`config.mk`:
```
export PLATFORM = sky130hd
export DESIGN_NAME = and_mux_arb
export DESIGN_NICKNAME = d
export VERILOG_FILES = /design/src/rtl/and_mux_pkg.sv /design/src/rtl/and_mux_rr2.sv /design/src/rtl/and_mux_arb.sv
export SDC_FILE = /design/constraint.sdc
export NUM_CORES = 1
export LEC_CHECK = 0
export ABC_AREA = 0
export CAP_MARGIN = 10
export CORE_AREA = 8 8 45 47
export CTS_BUF_LIST = sky130_fd_sc_hd__clkbuf_8
export CTS_CLUSTER_DIAMETER = 50
export CTS_CLUSTER_SIZE = 25
export DETAILED_ROUTE_END_ITERATION = 6
export DIE_AREA = 0 0 53 55
export DONT_BUFFER_PORTS = 1
export PLACE_DENSITY_LB_ADDON = 0.08
export SYNTH_ARGS = -nofsm -noshare
export SYNTH_HDL_FRONTEND = slang
export SYNTH_SLANG_ARGS = --single-unit
export TNS_END_PERCENT = 5
```
`constraint.sdc`:
```
create_clock -name clk -period 1.2 [get_ports clk]
set_clock_uncertainty 0.2 [all_clocks]
set_input_delay 0.06 -clock clk [delete_from_list [all_inputs] [get_ports clk]]
set_output_delay 0.06 -clock clk [all_outputs]
set_load 0.05 [all_outputs]
```
`src/rtl/and_mux_pkg.sv`:
```
// Shared constants for the and_mux arbiter slice: FSM state encoding and requester ids.
package and_mux_pkg;

  typedef enum logic {
    ST_IDLE = 1'b0,
    ST_EVAL = 1'b1
  } state_t;

  localparam logic ID_AB = 1'b0;
  localparam logic ID_CD = 1'b1;

endpackage

```
`src/rtl/and_mux_rr2.sv`:
```
// Two-way arbiter for the and_mux requesters; round-robin by default,
// fixed priority to requester 0 when AND_MUX_ARB_FIXED_PRIO_EN is defined.
module and_mux_rr2
  import and_mux_pkg::*;
(
  input  logic       clk,
  input  logic       rst,
  input  logic       req0,
  input  logic       req1,
  input  logic       en,
  output logic [1:0] gnt_c
);

`ifdef AND_MUX_ARB_FIXED_PRIO_EN
  logic unused_rr;

  assign gnt_c     = {req1 & ~req0, req0};
  assign unused_rr = ^{clk, rst, en};
`else
  logic last;

  // On contention the requester that did not win last time gets the grant.
  assign gnt_c[0] = req0 & (~req1 | last);
  assign gnt_c[1] = req1 & (~req0 | ~last);

  always_ff @(posedge clk) begin
    if (rst) begin
      last <= ID_CD;
    end else if (en && (|gnt_c)) begin
      last <= gnt_c[1];
    end
  end
`endif

endmodule

```
`src/rtl/and_mux_arb.sv`:
```
// Arbitrates two requesters onto one external and_mux and returns tagged results.
// Optional build macro: AND_MUX_ARB_FIXED_PRIO_EN (fixed priority to requester 0).
module and_mux_arb
  import and_mux_pkg::*;
#(
  parameter int unsigned WIDTH = 1
) (
  input  logic             clk,
  input  logic             rst,
  input  logic             req0,
  input  logic [WIDTH-1:0] x0,
  input  logic [WIDTH-1:0] y0,
  input  logic             req1,
  input  logic [WIDTH-1:0] x1,
  input  logic [WIDTH-1:0] y1,
  output logic             gnt0,
  output logic             gnt1,
  output logic [WIDTH-1:0] mux_a,
  output logic [WIDTH-1:0] mux_b,
  output logic [WIDTH-1:0] mux_c,
  output logic [WIDTH-1:0] mux_d,
  output logic             mux_sel,
  input  logic [WIDTH-1:0] mux_e,
  output logic             res_valid,
  output logic             res_id,
  output logic [WIDTH-1:0] res_data,
  output logic             busy
);

  state_t     state;
  logic [1:0] gnt_c;

  and_mux_rr2 u_rr2 (
    .clk   (clk),
    .rst   (rst),
    .req0  (req0),
    .req1  (req1),
    .en    (state == ST_IDLE),
    .gnt_c (gnt_c)
  );

  // Grant and operand launch in IDLE, result capture in EVAL; unused pair always zero.
  always_ff @(posedge clk) begin
    if (rst) begin
      state     <= ST_IDLE;
      gnt0      <= 1'b0;
      gnt1      <= 1'b0;
      mux_a     <= '0;
      mux_b     <= '0;
      mux_c     <= '0;
      mux_d     <= '0;
      mux_sel   <= ID_AB;
      res_valid <= 1'b0;
      res_id    <= ID_AB;
      res_data  <= '0;
      busy      <= 1'b0;
    end else begin
      gnt0      <= 1'b0;
      gnt1      <= 1'b0;
      res_valid <= 1'b0;
      case (state)
        ST_IDLE: begin
          if (|gnt_c) begin
            gnt0  <= gnt_c[0];
            gnt1  <= gnt_c[1];
            busy  <= 1'b1;
            state <= ST_EVAL;
            if (gnt_c[0]) begin
              mux_a   <= x0;
              mux_b   <= y0;
              mux_c   <= '0;
              mux_d   <= '0;
              mux_sel <= ID_AB;
            end else begin
              mux_a   <= '0;
              mux_b   <= '0;
              mux_c   <= x1;
              mux_d   <= y1;
              mux_sel <= ID_CD;
            end
          end
        end
        ST_EVAL: begin
          res_data  <= mux_e;
          res_id    <= mux_sel;
          res_valid <= 1'b1;
          mux_a     <= '0;
          mux_b     <= '0;
          mux_c     <= '0;
          mux_d     <= '0;
          mux_sel   <= ID_AB;
          busy      <= 1'b0;
          state     <= ST_IDLE;
        end
      endcase
    end
  end

endmodule

```
==> impl_metrics.py <==
metrics = {
    "clocking": {
        "root_buffer": "clkbuf_8",
        "tritoncts": "built",
        "clk_latency_ns": 0.24,
        "clk_path_buf_depth": 2,
        "cts_max_level": 1,
        "clock-sinks": 13,
        "postCtsHoldBufs": 2,
        "cts_buffers": 3,
        "cts_setup_buffers": 0,
        "path_clk_slew_ns": 0.05,
    },
    "die": {
        "die_y_um": 55,
        "core_um2": 1380,
        "rows": 14,
        "die_area_um2": 2920,
        "pin_count": 20,
        "initial_core_util_pct": 35.3,
        "fp.dieW_um": 53,
    },
    "final_layout": {
        "diodes": 0,
        "nNetsFinal": 71,
        "final_util_pct": 48.4,
        "drive_above_1_share_pct": 37.7,
        "syn_to_final_growth_pct": 37.2,
    },
    "routing": {
        "dr.pass1.iters": 4,
        "drt_iter0_markers": 6,
        "drc": 0,
        "viasPerCell": 5.06,
        "final_antenna_net_count": 0,
        "wl_um": 1110,
        "num_vias": 390,
        "wire_per_inst_um": 14.4,
    },
    "setup_path": {
        "path_cells": "nand2b_4, and2_1, a32o_1",
        "worst-path-max-fanout": 3,
        "slowest_delay_ns": 0.31,
        "r2r_cells": 3,
        "critical_path_class": "flop to flop",
        "endpoint_kind": "flop",
        "crit_slowest_cell": "dfxtp_1",
        "worstSetupStartpointType": "flop",
        "cp.arrival_ns": 1.11,
        "worstPathRequired_ns": 1.13,
    },
    "logic_synthesis": {
        "synth.avg_cell_area_um2": 11.1,
        "yosysTopAreaCell": "dfxtp_1",
        "yosysWarnings": 0,
        "syn_area_um2": 488,
        "synthTopCellsByArea": "dfxtp_1, mux2i_1, a32o_1, and2_1, and3_1",
        "syn_inst": 44,
        "async_flop_share_pct": 0,
        "post_synth_num_cell_types": 20,
        "synth_common_cells": "dfxtp_1, mux2i_1, nor2_1",
        "synth_nets": 53,
        "synth_edf_count": 0,
        "yosysTopAreaCellShare_pct": 53.3,
        "synth_most_common_cell": "dfxtp_1",
        "synth-main-ff-cell": "dfxtp_1",
        "synth-seq-cells": 13,
        "yosysSeqAreaShare_pct": 53.3,
    },
    "min_path": {
        "hp-class": "input port to flop",
        "holdPathStages": 1,
    },
    "sta": {
        "whs_ns": -0.318,
        "worstMarginPinSlew_ns": 0.286,
        "finalSetupViolCount": 0,
        "max_slew_margin_pct": 80.8,
        "hold_viol": 13,
        "post-route-min-period_ns": 1.17,
        "post-route-worst-setup-slack_ns": 0.0252,
        "fmax_mhz": 851,
        "period_share_pct": 97.9,
        "slew_viol_final": 0,
        "tns_ns": 0,
        "rsz0062_at_grt": "yes",
    },
    "pwr": {
        "pwr_density_cell_nw_per_um2": 1530,
        "switching_share_pct": 26.5,
        "power.switching_w": 0.000272,
        "leakage_nw": 0.295,
        "p_comb_share_pct": 17.2,
        "irDropWorstVdd_mv": 0.622,
        "p_clk_share_pct": 36.6,
        "seqPwrFrac_pct": 46.2,
        "internal-power_w": 0.000755,
    },
    "placed_design": {
        "port_buffers": 0,
        "place_ws_ns": 0.00848,
        "place.gp.congestion": 0.725,
    },
    "grt": {
        "grt.total_usage_pct": 7.58,
        "grt_pass1_wl_um": 1590,
        "grt_remaining_overflow": 0,
        "grt_max_degree": 12,
        "antenna_found_initial": 0,
        "grt_pass1_vias": 384,
    },
    "job": {
        "max_cap_viol_count": 0,
    },
    "status": {
        "violations": "hold timing",
        "status": "finished, violations left",
    },
}
-- critical path: cells and delay by family, from the launching register on --
kind,cells,cell delay (ns)
AO/OA/AOI/OAI,1,0.25
flip-flops,1,0.31
AND/OR/NAND/NOR,2,0.30
-- placed cells by master, fill, tap and decap left out --
| cell type | count |
|---|---|
| a32o_1 | 2 |
| and2_1 | 2 |
| and3_1 | 2 |
| buf_4 | 13 |
| clkbuf_8 | 3 |
| dfxtp_1 | 11 |
| dfxtp_2 | 2 |
| dlygate4sd3_1 | 2 |
| inv_1 | 1 |
| mux2i_1 | 4 |
| nand2_1 | 1 |
| nand2b_1 | 1 |
| nand2b_4 | 1 |
| nand3_1 | 2 |
| nor2_1 | 3 |
| nor2_4 | 1 |
| nor2b_1 | 2 |
| nor4_2 | 1 |
| o21a_1 | 1 |
| o21ai_0 | 1 |
| o22ai_1 | 2 |
| o22ai_2 | 1 |
| o31a_1 | 1 |
| or3_4 | 1 |
-- cells by family (layout without fill, tap and decap cells) --
group	after synthesis	after routing	synth area share, %
mux	4	4	8.21
flops	13	13	53.3
compound gates	8	8	13.6
buf+inv	2	19	3.33
simple gates	17	17	21.5
-- power by group through the flow --
stage	combinational (W)	sequential (W)	clock, W
after floorplan	0.0000639	0.000547	0
after global placement	0.000167	0.000481	0
after global routing	0.000187	0.000477	0.000409
after detailed placement	0.000170	0.000481	0
after CTS	0.000177	0.000474	0.000387
final	0.000177	0.000475	0.000376
-- final cells by class --
cell class                      count  area (um2)
Sequential cell                    13         263
Fill cell                         138         714
Clock inverter                      1        3.75
Tap cell                           16        20.0
Timing Repair Buffer               15         118
Clock buffer                        3        41.3
Multi-Input combinational cell     29         224
-- flip-flops by register name, summed over array words and instances, names as in the netlist --
name	flops
mux_b	1
gnt1	1
res_data	1
gnt0	1
mux_d	1
mux_c	1
res_valid	1
state	1
mux_sel	1
busy	1
mux_a	1
res_id	1
u_rr2.last	1
-- final timing paths --
check | slack [ns] | startpoint | endpoint
min reg2reg | 0.28 | mux_b | mux_b
max reg2reg | 0.03 | u_rr2.last | mux_a
min | -0.32 | rst | res_valid
max | 0.03 | u_rr2.last | mux_a
-- per-stage QoR --
step	cells	power, W	area (um2)
3_3_place_gp	71	0.000648	591
6_report	77	0.00103	669
3_5_place_dp	71	0.000651	591
4_1_cts	77	0.00104	662
2_1_floorplan	44	0.000611	489
5_1_grt	77	0.00107	669
-- layer usage --
layer  vias to the layer above  global-route usage [%]  part of all wire (%)
li1                        191                       -                     -
met1                       179                    7.25                    39
met2                        18                    11.7                    43
met3                         2                    4.28                    16
met4                         0                    6.47                   2.3
met5                         -                       0                     0
-- what timing repair did --
item                                    4_1_cts  5_1_grt
gates resized for setup                       2        1
endpoints found under the hold margin        13       13
endpoints found under the setup margin        2        3
pin swaps                                     0        0
No activity file was read; power rests on OpenSTA's default activity.
